## config.mk

```make
export PLATFORM = sky130hd
export DESIGN_NAME = gam_recall_engine
export DESIGN_NICKNAME = d
export VERILOG_FILES = /design/src/rtl/gam_recall_engine.sv
export SDC_FILE = /design/constraint.sdc
export NUM_CORES = 1
export LEC_CHECK = 0
export CORE_ASPECT_RATIO = 1.4
export CORE_MARGIN = 2
export CORE_UTILIZATION = 45
export DETAILED_ROUTE_END_ITERATION = 7
export PLACE_DENSITY_LB_ADDON = 0.05
export SYNTH_ARGS = -nofsm -noshare
export SYNTH_HDL_FRONTEND = slang
export SYNTH_SLANG_ARGS = --single-unit
export TNS_END_PERCENT = 1
```

## constraint.sdc

```tcl
create_clock -name clk -period 11.3 [get_ports clk]
set_input_delay 1.13 -clock clk [delete_from_list [all_inputs] [get_ports clk]]
set_output_delay 1.13 -clock clk [all_outputs]
set_load 0.005 [all_outputs]
```

## src/rtl/gam_recall_engine.sv

```systemverilog
// Nearest-node recall: scans stored node vectors, returns index/class/distance of the closest.
// Optional GAM_RECALL_EARLY_EXIT_EN abandons a node once its partial distance reaches the running min.
module gam_recall_engine #(
  parameter int unsigned DIM      = 4,
  parameter int unsigned ELEM_W   = 16,
  parameter int unsigned NODE_MAX = 64,
  parameter int unsigned NODE_W   = 7,
  parameter int unsigned CLASS_W  = 8,
  parameter int unsigned DIST_W   = 40
) (
  input  logic                    clk,
  input  logic                    rst_n,
  input  logic                    q_valid,
  output logic                    q_ready,
  input  logic [DIM*ELEM_W-1:0]   q_vec,
  input  logic [NODE_W-1:0]       node_count,
  output logic                    mem_rd_en,
  output logic [NODE_W-1:0]       mem_rd_addr,
  input  logic [DIM*ELEM_W-1:0]   mem_rd_vec,
  input  logic [CLASS_W-1:0]      mem_rd_class,
  output logic                    res_valid,
  input  logic                    res_ready,
  output logic [NODE_W-1:0]       res_node,
  output logic [CLASS_W-1:0]      res_class,
  output logic [DIST_W-1:0]       res_dist,
  output logic                    res_empty
);

  localparam int unsigned E_W  = (DIM > 1) ? $clog2(DIM) : 1;
  localparam int unsigned SQ_W = 2*ELEM_W + 2;

  typedef enum logic [2:0] {IDLE, RD, ACC, CMP, DONE} state_t;
  state_t state, state_nxt;

  logic [DIM*ELEM_W-1:0] q_reg, w_reg, w_src;
  logic [CLASS_W-1:0]    cls_reg, best_class;
  logic [NODE_W-1:0]     cnt, k, best_node, cnt_in;
  logic [E_W-1:0]        e;
  logic [DIST_W-1:0]     partial, min_dist, acc_nxt;
  logic                  empty;

  logic signed [ELEM_W-1:0] q_el, w_el;
  logic signed [ELEM_W:0]   diff;
  logic signed [SQ_W-1:0]   diff_x, sq;
  logic                     last_el, last_node, accept, adv_k;

  assign cnt_in    = (node_count > NODE_W'(NODE_MAX)) ? NODE_W'(NODE_MAX) : node_count;
  assign last_el   = (e == E_W'(DIM-1));
  assign last_node = (k == cnt - NODE_W'(1));
  assign accept    = q_valid && (state == IDLE);

  // Element 0 is taken straight from the read port on the first ACC cycle.
  always_comb begin
    q_el  = '0;
    w_el  = '0;
    w_src = (e == '0) ? mem_rd_vec : w_reg;
    for (int unsigned i = 0; i < DIM; i++) begin
      if (e == E_W'(i)) begin
        q_el = q_reg[i*ELEM_W +: ELEM_W];
        w_el = w_src[i*ELEM_W +: ELEM_W];
      end
    end
    diff    = $signed({q_el[ELEM_W-1], q_el}) - $signed({w_el[ELEM_W-1], w_el});
    diff_x  = {{(ELEM_W+1){diff[ELEM_W]}}, diff};
    sq      = diff_x * diff_x;
    acc_nxt = ((e == '0) ? '0 : partial) + {{(DIST_W-SQ_W){1'b0}}, sq};
  end

  always_ff @(posedge clk or negedge rst_n) begin
    if (!rst_n) state <= IDLE;
    else        state <= state_nxt;
  end

  always_comb begin
    state_nxt   = state;
    q_ready     = 1'b0;
    mem_rd_en   = 1'b0;
    mem_rd_addr = '0;
    res_valid   = 1'b0;
    adv_k       = 1'b0;
    case (state)
      IDLE: begin
        q_ready = 1'b1;
        if (q_valid) state_nxt = (cnt_in == '0) ? DONE : RD;
      end
      RD: begin
        mem_rd_en   = 1'b1;
        mem_rd_addr = k;
        state_nxt   = ACC;
      end
      ACC: begin
        if (last_el) state_nxt = CMP;
`ifdef GAM_RECALL_EARLY_EXIT_EN
        // A node already at or above the min can never win the strict compare.
        if (acc_nxt >= min_dist) begin
          state_nxt = last_node ? DONE : RD;
          adv_k     = !last_node;
        end
`endif
      end
      CMP: begin
        state_nxt = last_node ? DONE : RD;
        adv_k     = !last_node;
      end
      DONE: begin
        res_valid = 1'b1;
        if (res_ready) state_nxt = IDLE;
      end
      default: state_nxt = IDLE;
    endcase
  end

  always_ff @(posedge clk or negedge rst_n) begin
    if (!rst_n) begin
      q_reg      <= '0;
      w_reg      <= '0;
      cls_reg    <= '0;
      cnt        <= '0;
      k          <= '0;
      e          <= '0;
      partial    <= '0;
      min_dist   <= '0;
      best_node  <= '0;
      best_class <= '0;
      empty      <= 1'b0;
    end else begin
      if (accept) begin
        q_reg      <= q_vec;
        cnt        <= cnt_in;
        k          <= '0;
        min_dist   <= '1;
        best_node  <= '0;
        best_class <= '0;
        empty      <= (cnt_in == '0);
      end
      if (state == RD) e <= '0;
      if (state == ACC) begin
        e       <= e + 1'b1;
        partial <= acc_nxt;
        if (e == '0) begin
          w_reg   <= mem_rd_vec;
          cls_reg <= mem_rd_class;
        end
      end
      if (state == CMP && partial < min_dist) begin
        min_dist   <= partial;
        best_node  <= k;
        best_class <= cls_reg;
      end
      if (adv_k) k <= k + 1'b1;
    end
  end

  assign res_node  = best_node;
  assign res_class = best_class;
  assign res_dist  = min_dist;
  assign res_empty = empty;

endmodule

```

==> results of run 1 <==
[per-stage QoR]
stage,cell area (sq um),hold slack (ns),worst slack [ns],cells
CTS,29300,0.491,0.0311,3611
finish,29700,0.494,0.391,3623
global route,29700,0.518,-0.0917,3623
detailed placement,28400,0.487,-0.505,3561
floorplan,24300,0.468,0.00803,2538
global placement,28400,0.474,-0.308,3561
[path summary, 6_finish.rpt]
path | slack [ns] | cells after the start | to
setup / recovery | 0.39 | 50 | partial[39]$_DFFE_PN0N_
hold / removal | 0.49 | 2 | res_empty$_DFFE_PN0P_
setup reg to reg | 0.43 | 51 | partial[39]$_DFFE_PN0N_
hold reg to reg | 0.49 | 2 | res_empty$_DFFE_PN0P_
max in group asynchronous | 8.50 | 3 | w_reg[53]$_DFFE_PN0N_
min in group asynchronous | 0.62 | 1 | res_class[7]$_DFFE_PN0P_
[timing repair]
| action | 4_1_cts | 5_1_grt |
|---|---|---|
| gates resized for setup | 0 | 72 |
| endpoints found under the setup margin | 0 | 18 |
| setup buffers | 0 | 12 |
[synth_stat cells (6+ instances only)]
master,count
nor4_1,6
nand4_1,19
nor3_1,16
ha_1,183
o21ai_0,124
nand3_1,18
mux2i_1,52
xnor2_1,65
dfrtp_1,236
xor2_1,27
mux2_2,137
a21oi_1,128
nor2_1,145
a21o_1,40
and3_1,12
a31oi_1,14
buf_1,18
mux2_4,31
nor2b_1,42
inv_1,417
a221oi_1,17
o31ai_1,7
nand2_1,285
a211oi_1,13
and2_1,11
nand2b_1,15
fa_1,270
o211ai_1,6
o21ai_1,7
o21bai_1,18
clkbuf_1,72
[worst reg2reg max path: cells and delay by family (launching register included)]
family / cells / cell delay [ns]
mux: 1 / 0.15
compound gates: 18 / 3.43
flops: 1 / 0.46
simple gates: 5 / 0.44
fa+ha+maj: 11 / 4.39
buf+inv: 14 / 1.56
xor+xnor: 2 / 0.36
[layout by cell type, fill, tap and decap left out, types with 17 or more instances in the layout]
master           instances
a21oi_1                117
nand2_1                282
dfrtp_1                236
mux2i_1                 52
nand3_1                 18
o21ai_0                114
a21o_1                  40
nand4_1                 19
clkbuf_16               27
xnor2_1                 62
fa_1                   268
o21bai_1                17
mux2_2                 137
inv_1                  413
xor2_1                  27
clkdlybuf4s50_1        211
buf_4                  205
nor2_1                 142
nor2b_1                 42
mux2_4                  31
ha_1                   173
[cells by family (layout without fill, tap and decap cells)]
| family | after synthesis | in the layout |
|---|---|---|
| AND/OR/NAND/NOR | 589 | 589 |
| buffers and inverters | 524 | 895 |
| adder cells (fa/ha/maj) | 453 | 453 |
| AO/OA/AOI/OAI | 423 | 423 |
| flip-flops | 236 | 236 |
| multiplexers | 220 | 220 |
| XOR/XNOR | 93 | 93 |
[metal layers]
layer,global-route usage (%),wire (um),up-vias
met5,0,46,-
met4,6.93,1960,6
met3,3.35,2630,93
met2,43.3,34500,344
met1,27.4,25400,9291
li1,-,-,8952
[final cells by class]
cell class	instances	area share, %
Multi-Input combinational cell	1778	56.1
Sequential cell	236	19.9
Timing Repair Buffer	422	12.6
Inverter	423	5.35
Tap cell	714	3.01
Clock buffer	38	2.55
Clock inverter	12	0.485
==> impl_metrics.env, run 1 <==
export IMPL_status="complete, no violations"
export IMPL_drt_total_wl_um=64500
export IMPL_antenna_cells=0
export IMPL_cts_tree="done"
export IMPL_cts_clk_slew_worst_paths_ns=0.06
export IMPL_clk_latency_ns=0.57
export IMPL_row_count=100
export IMPL_cts_root_buf="clkbuf_16"
export IMPL_multi_input_area_sq_um=16700
export IMPL_timing_critical_path_fanout_max=5
export IMPL_synth_seq_area_share_pct=24.3
export IMPL_fp_dieW_um=200
export IMPL_finalSetupViolCount=0
export IMPL_utilization_pct=55.7
export IMPL_firstDrtPassIters=5
export IMPL_synth_simple_area_share_pct=10.7
export IMPL_antenna_found_initial=3
export IMPL_worstMarginPinSlew_ns=1.12
export IMPL_ant_nets=0
export IMPL_io_pins=213
export IMPL_synth_edff_count=0
export IMPL_grt_max_degree=112
export IMPL_clock_skew_ns=0.0211
export IMPL_ys_types=78
export IMPL_gp_congestion=0.865
export IMPL_fmax_mhz=91.7
export IMPL_yosysTopAreaCell="dfrtp_1"
export IMPL_grt_pass1_vias=20100
export IMPL_cts_sinks=236
export IMPL_synthTopCellsByArea="dfrtp_1, fa_1, ha_1"
export IMPL_ys_seq_elements=236
export IMPL_fin_crit_sh_pct=96.5
export IMPL_postSynthCellCount=2538
export IMPL_dieArea_sq_um=55900
export IMPL_syn_nets=3138
export IMPL_largest_register_ffs=64
export IMPL_synth_top_family_by_area="adder cells"
export IMPL_maxSlewViolCount=0
export IMPL_drtIter0Drc=610
export IMPL_globalRouteTotalUtil_pct=23.2
export IMPL_maxCapViolations=0
export IMPL_cts_buffer_depth=3
export IMPL_synth_area_sq_um=24300
export IMPL_period_needed_ns=10.91
export IMPL_coreArea_sq_um=53300
export IMPL_relSlewSlack_pct=25.6
export IMPL_endpoint_kind="register"
export IMPL_syn_area_per_cell_sq_um=9.57
export IMPL_synthFlopType="dfrtp_1"
export IMPL_start_util_pct=45.6
export IMPL_drcViolationCount=0
export IMPL_cpPeakStageDelay_ns=0.55
export IMPL_hold_viol=0
export IMPL_nNetsFinal=3488
export IMPL_cp_data_arrival_time_ns=11.41
export IMPL_vias=18700
export IMPL_io_buffers=212
export IMPL_critPathTopFamily="adder cells"
export IMPL_ff_latch_area_sq_um=5910
export IMPL_worstPathRequired_ns=11.80
export IMPL_h_tree_depth=1
export IMPL_path_buf_inv=12
export IMPL_synth_compound_area_share_pct=11.1
export IMPL_cts_buffers_inserted=27
export IMPL_vias_per_cell=5.16
export IMPL_min_path_type="reg2reg"
export IMPL_grt_pass1_wl_um=104000
export IMPL_crit_start="mem_rd_vec[0]"
export IMPL_grt_ovfl_total=0
export IMPL_async_flop_share_pct=100
export IMPL_synth_top_cell_area_share_pct=24.3
export IMPL_worstSetupPathType="in2reg"
export IMPL_synthMuxAreaShare_pct=10.4
export IMPL_hpwl_um=52300
export IMPL_routedWlPerCell_um=17.8
export IMPL_hold_buffers=0
export IMPL_layout_drive_gt1_share_pct=17.4
export IMPL_die_h_um=279
export IMPL_r2r_start="e[0]$_DFFE_PN0P_"
export IMPL_yosysWarnings=0
export IMPL_rsz0062_at_grt="yes"
export IMPL_fillers=4925
export IMPL_crit_slowest_cell="fa_1"
export IMPL_min_from="res_empty$_DFFE_PN0P_"
export IMPL_synth_xor_area_share_pct=3.38
export IMPL_synthAdderAreaFrac_pct=31.7
export IMPL_cp_start_kind="input pin"
export IMPL_finalSetupTns_ns=0
export IMPL_syn_to_final_growth_pct=22.2
Power of run 1 is not shown: default switching activity piles up to over one toggle a cycle in this logic, so the estimate is an artifact.
==> run 2, diff against run 1 <==
--- a/config.mk
+++ b/config.mk
@@ -13,4 +13,3 @@
 export SYNTH_ARGS = -nofsm -noshare
 export SYNTH_HDL_FRONTEND = slang
 export SYNTH_SLANG_ARGS = --single-unit
-export TNS_END_PERCENT = 1
==> run 2 against run 1 <==
Worst setup slack improved by 0.088 ns. Final cell count stayed put. Cell area barely moved. Critical endpoint unchanged.
==> impl_metrics.env, run 2 (synthesis results as in run 1) <==
export IMPL_syn_to_final_growth_pct=22.2
export IMPL_period_needed_ns=10.82
export IMPL_fin_crit_sh_pct=95.8
export IMPL_clk_latency_ns=0.58
export IMPL_cp_data_arrival_time_ns=11.28
export IMPL_gp_congestion=0.865
export IMPL_endpoint_kind="register"
export IMPL_worstMarginPinSlew_ns=1.12
export IMPL_drcViolationCount=0
export IMPL_grt_busiest_layer="met2"
export IMPL_fmax_mhz=92.4
export IMPL_vias=18700
export IMPL_ff2ff_path_depth=47
export IMPL_grt_pass1_vias=20100
export IMPL_cpPeakStageDelay_ns=0.55
export IMPL_worstSetupPathType="in2reg"
export IMPL_relSlewSlack_pct=25.7
export IMPL_crit_slowest_cell="fa_1"
export IMPL_coreArea_sq_um=53300
export IMPL_grt_ovfl_total=0
export IMPL_hold_depth=2
export IMPL_cts_buffer_depth=3
export IMPL_fillers=4926
export IMPL_met2_usage_pct=43.3
export IMPL_hold_ws_ns=0.494
export IMPL_cts_tree="done"
export IMPL_antenna_cells=0
export IMPL_cts_root_buf="clkbuf_16"
export IMPL_drt_total_wl_um=64500
export IMPL_largest_register_ffs=64
export IMPL_maxCapViolations=0
export IMPL_globalRouteTotalUtil_pct=23.2
export IMPL_drtIter0Drc=618
export IMPL_cts_buffers_inserted=27
export IMPL_cp_start_kind="input pin"
export IMPL_maxSlewViolCount=0
export IMPL_h_tree_depth=1
export IMPL_use_met3_pct=3.35
export IMPL_ant_nets=0
export IMPL_ff_latch_area_sq_um=5910
export IMPL_io_pins=213
export IMPL_grt_pass1_wl_um=104000
export IMPL_min_path_type="reg2reg"
export IMPL_mostFrequentLayoutCells="inv_1, nand2_1, fa_1, dfrtp_1, clkdlybuf4s50_1"
export IMPL_vias_per_cell=5.16
export IMPL_hpwl_um=52300
export IMPL_cts_clk_slew_worst_paths_ns=0.06
export IMPL_firstDrtPassIters=5
export IMPL_io_buffers=212
export IMPL_hold_buffers=0
export IMPL_multi_input_area_sq_um=16700
export IMPL_worstPathRequired_ns=11.75
export IMPL_grt_use_met1_pct=27.4
export IMPL_row_count=100
export IMPL_die_h_um=279
export IMPL_cts_sinks=236
export IMPL_layout_drive_gt1_share_pct=17.4
export IMPL_finalSetupViolCount=0
export IMPL_timing_critical_path_fanout_max=5
export IMPL_start_util_pct=45.6
export IMPL_routedWlPerCell_um=17.8
export IMPL_antenna_found_initial=3
export IMPL_hold_viol=0
export IMPL_final_common_cell="inv_1"
export IMPL_fp_dieW_um=200
export IMPL_dieArea_sq_um=55900
export IMPL_status="complete, no violations"
export IMPL_clock_skew_ns=0.0236
export IMPL_grt_max_degree=112
export IMPL_nNetsFinal=3488
-- run 2: cell counts in the layout (fill, tap and decap cells not counted) --
Identical to the previous run, type by type.
-- run 2: per-layer routing --
layer / wire [um] / share of wire (%)
met1: 25400 / 39
met2: 34500 / 53
met3: 2580 / 4.0
met4: 1980 / 3.1
met5: 46 / 0.071
-- run 2: path summary, 6_finish.rpt --
kind / startpoint / end / slack (ns)
setup / recovery: mem_rd_vec[0] / partial[39]$_DFFE_PN0N_ / 0.48
hold / removal: res_empty$_DFFE_PN0P_ / res_empty$_DFFE_PN0P_ / 0.49
setup reg to reg: e[0]$_DFFE_PN0P_ / partial[39]$_DFFE_PN0N_ / 0.51
hold reg to reg: res_empty$_DFFE_PN0P_ / res_empty$_DFFE_PN0P_ / 0.49
max in group asynchronous: rst_n / w_reg[53]$_DFFE_PN0N_ / 8.50
min in group asynchronous: rst_n / res_class[7]$_DFFE_PN0P_ / 0.61
-- run 2: critical path: cells and delay by family --
family	cells	cell delay, ns
adder cells (fa/ha/maj)	10	4.11
AO/OA/AOI/OAI	20	3.63
buffers and inverters	12	1.55
AND/OR/NAND/NOR	4	0.41
XOR/XNOR	2	0.35
multiplexers	1	0.08
-- run 2: area by class of cell --
type,instances,share of cell area [%]
multi-input combinational,1778,56.1
sequential,236,19.9
timing repair buffer,422,12.6
inverter,423,5.35
tap,714,3.01
clock buffer,38,2.55
clock inverter,12,0.485
-- run 2: through the flow --
stage               std cells  setup TNS [ns]  setup WS (ns)  utilization (%)  instance area [sq um]
finish                   3623               0          0.478             55.7                  29700
global route             3623         -0.0429        -0.0190             55.7                  29700
CTS                      3611               0         0.0311             55.0                  29300
detailed placement       3561           -5.27         -0.505             53.3                  28400
global placement         3561           -2.59         -0.308             53.3                  28400
floorplan                2538               0        0.00803                -                  24300
-- run 2: timing repair --
item,4_1_cts,5_1_grt
endpoints found under the setup margin,0,18
gates resized for setup,0,73
endpoints found under the hold margin,0,0
setup buffers,0,12
Power of run 2 is left out for the same reason.
==> run 3, diff against run 2 <==
--- a/config.mk
+++ b/config.mk
@@ -10,6 +10,7 @@
 export CORE_UTILIZATION = 45
 export DETAILED_ROUTE_END_ITERATION = 7
 export PLACE_DENSITY_LB_ADDON = 0.05
+export SETUP_SLACK_MARGIN = 0.05
 export SYNTH_ARGS = -nofsm -noshare
 export SYNTH_HDL_FRONTEND = slang
 export SYNTH_SLANG_ARGS = --single-unit
==> constraint.sdc (replaced) <==
create_clock -name clk -period 11.3 [get_ports clk]
set_input_delay 2.26 -clock clk [delete_from_list [all_inputs] [get_ports clk]]
set_output_delay 2.26 -clock clk [all_outputs]
set_load 0.005 [all_outputs]
==> run 3 against run 2 <==
The flow now finishes with violations (setup timing). Via count up 2.8%. Clock skew up 0.027 ns. Global-route usage up 0.87 points. Routed wire length grew 3.5%. Sequential share of layout area down 1.2 points. Non-clock buffer count increased by 144. Critical path type unchanged.
==> impl_metrics.env, run 3 (synthesis results as in run 1) <==
export IMPL_period_needed_ns=11.31
export IMPL_cts_buffers_inserted=27
export IMPL_cts_tree="done"
export IMPL_io_pins=213
export IMPL_timing_critical_path_fanout_max=4
export IMPL_endpoint_kind="register"
export IMPL_cp_common_cell="fa_1"
export IMPL_cpPeakStageDelay_ns=0.54
export IMPL_start_util_pct=45.6
export IMPL_grt_pass1_vias=20800
export IMPL_status="finished, violations left"
export IMPL_fp_dieW_um=200
export IMPL_cts_clk_slew_worst_paths_ns=0.07
export IMPL_hpwl_um=53700
export IMPL_fin_crit_sh_pct=100
export IMPL_clock_skew_ns=0.0504
export IMPL_worstSetupPathType="in2reg"
export IMPL_drcViolationCount=0
export IMPL_maxSlewViolCount=0
export IMPL_globalRouteTotalUtil_pct=24.0
export IMPL_die_h_um=279
export IMPL_worstMarginPinSlew_ns=1.10
export IMPL_row_count=100
export IMPL_violations="setup timing"
export IMPL_layout_drive_gt1_share_pct=24.6
export IMPL_antenna_cells=0
export IMPL_vias_per_cell=5.10
export IMPL_cts_buffer_depth=3
export IMPL_dieArea_sq_um=55900
export IMPL_grt_ovfl_total=0
export IMPL_min_path_type="reg2reg"
export IMPL_fin_ws_ns=-0.0116
export IMPL_clk_latency_ns=0.61
export IMPL_firstDrtPassIters=5
export IMPL_fmax_mhz=88.4
export IMPL_finalSetupTns_ns=-0.0126
export IMPL_hold_buffers=0
export IMPL_io_buffers=212
export IMPL_worstPathRequired_ns=11.79
export IMPL_fillers=4830
export IMPL_drt_total_wl_um=66700
export IMPL_final_common_cell="inv_1"
export IMPL_grt_pass1_wl_um=108000
export IMPL_largest_register_ffs=64
export IMPL_drtIter0Drc=715
export IMPL_ant_nets=0
export IMPL_relSlewSlack_pct=26.4
export IMPL_h_tree_depth=1
export IMPL_finalSetupViolCount=2
export IMPL_gp_congestion=0.879
export IMPL_vias=19200
export IMPL_cts_root_buf="clkbuf_16"
export IMPL_maxCapViolations=0
export IMPL_crit_slowest_cell="fa_1"
export IMPL_antenna_found_initial=4
export IMPL_cp_data_arrival_time_ns=11.80
export IMPL_routedWlPerCell_um=17.7
export IMPL_cts_sinks=236
export IMPL_syn_to_final_growth_pct=29.8
export IMPL_hold_viol=0
export IMPL_cp_start_kind="input pin"
export IMPL_grt_max_degree=102
export IMPL_rsz0062_at_grt="yes"
export IMPL_mostFrequentLayoutCells="inv_1, buf_4, nand2_1, fa_1, dfrtp_1"
export IMPL_nNetsFinal=3632
export IMPL_coreArea_sq_um=53300
-- run 3: changes by cell type in the layout (fill, tap and decap cells not counted), moves of 7 or more --
cell	change
a21oi_1	-14
a21oi_2	+11
buf_4	+135
clkdlybuf4s50_1	-9
fa_1	-8
fa_2	+8
ha_1	-9
inv_1	-13
inv_2	+11
nand2_1	-11
nand2_2	+7
o21ai_0	-13
o21ai_1	+7
-- run 3: worst max-delay path: cells and delay by family --
kind / cells / cell delay [ns]
multiplexers: 1 / 0.28
adder cells (fa/ha/maj): 9 / 3.83
XOR/XNOR: 2 / 0.28
AO/OA/AOI/OAI: 20 / 3.38
AND/OR/NAND/NOR: 5 / 0.71
buffers and inverters: 9 / 1.05
-- run 3: per-layer routing --
metal	part of all wire (%)	GRT usage, %
met5	0.084	0
met4	4.4	9.93
met3	4.3	3.99
met2	52	43.7
met1	39	28.1
-- run 3: area by class of cell --
cell class / count / area, sq um / area share [%]
Multi-Input combinational cell: 1778 / 17300 / 54.8
Clock inverter: 16 / 243 / 0.770
Inverter: 423 / 1590 / 5.04
Tap cell: 714 / 893 / 2.83
Clock buffer: 33 / 728 / 2.31
Timing Repair Buffer: 566 / 4900 / 15.5
Sequential cell: 236 / 5910 / 18.7
-- run 3: final timing paths --
path                                            start                        to  slack [ns]  cells after the start
worst min-delay path            res_empty$_DFFE_PN0P_     res_empty$_DFFE_PN0P_        0.49                      2
max in group asynchronous                       rst_n  res_dist[19]$_DFFE_PN0P_        8.06                      2
worst max register to register       e[0]$_DFFE_PN0P_   partial[38]$_DFFE_PN0N_        0.47                     51
worst min register to register  res_empty$_DFFE_PN0P_     res_empty$_DFFE_PN0P_        0.49                      2
worst max-delay path                   mem_rd_vec[20]   partial[38]$_DFFE_PN0N_       -0.01                     46
min in group asynchronous                       rst_n     res_empty$_DFFE_PN0P_        1.68                      1
-- run 3: stage by stage --
stage               cell area, sq um  hold slack [ns]  utilization (%)  setup slack [ns]  cells
finish                         31500            0.492             59.1           -0.0116   3766
detailed placement             29700            0.480             55.7             -1.15   3689
global route                   31500            0.510             59.1            -0.542   3766
floorplan                      24600            0.468                -            -0.120   2538
global placement               29700            0.470             55.7            -0.976   3689
CTS                            31100            0.495             58.3          -0.00915   3756
-- run 3: timing repair --
item	CTS	global route
setup endpoints to repair	19	21
resized for setup	91	81
setup buffers	18	11
pin swaps	72	43
Power of run 3 is left out for the same reason.
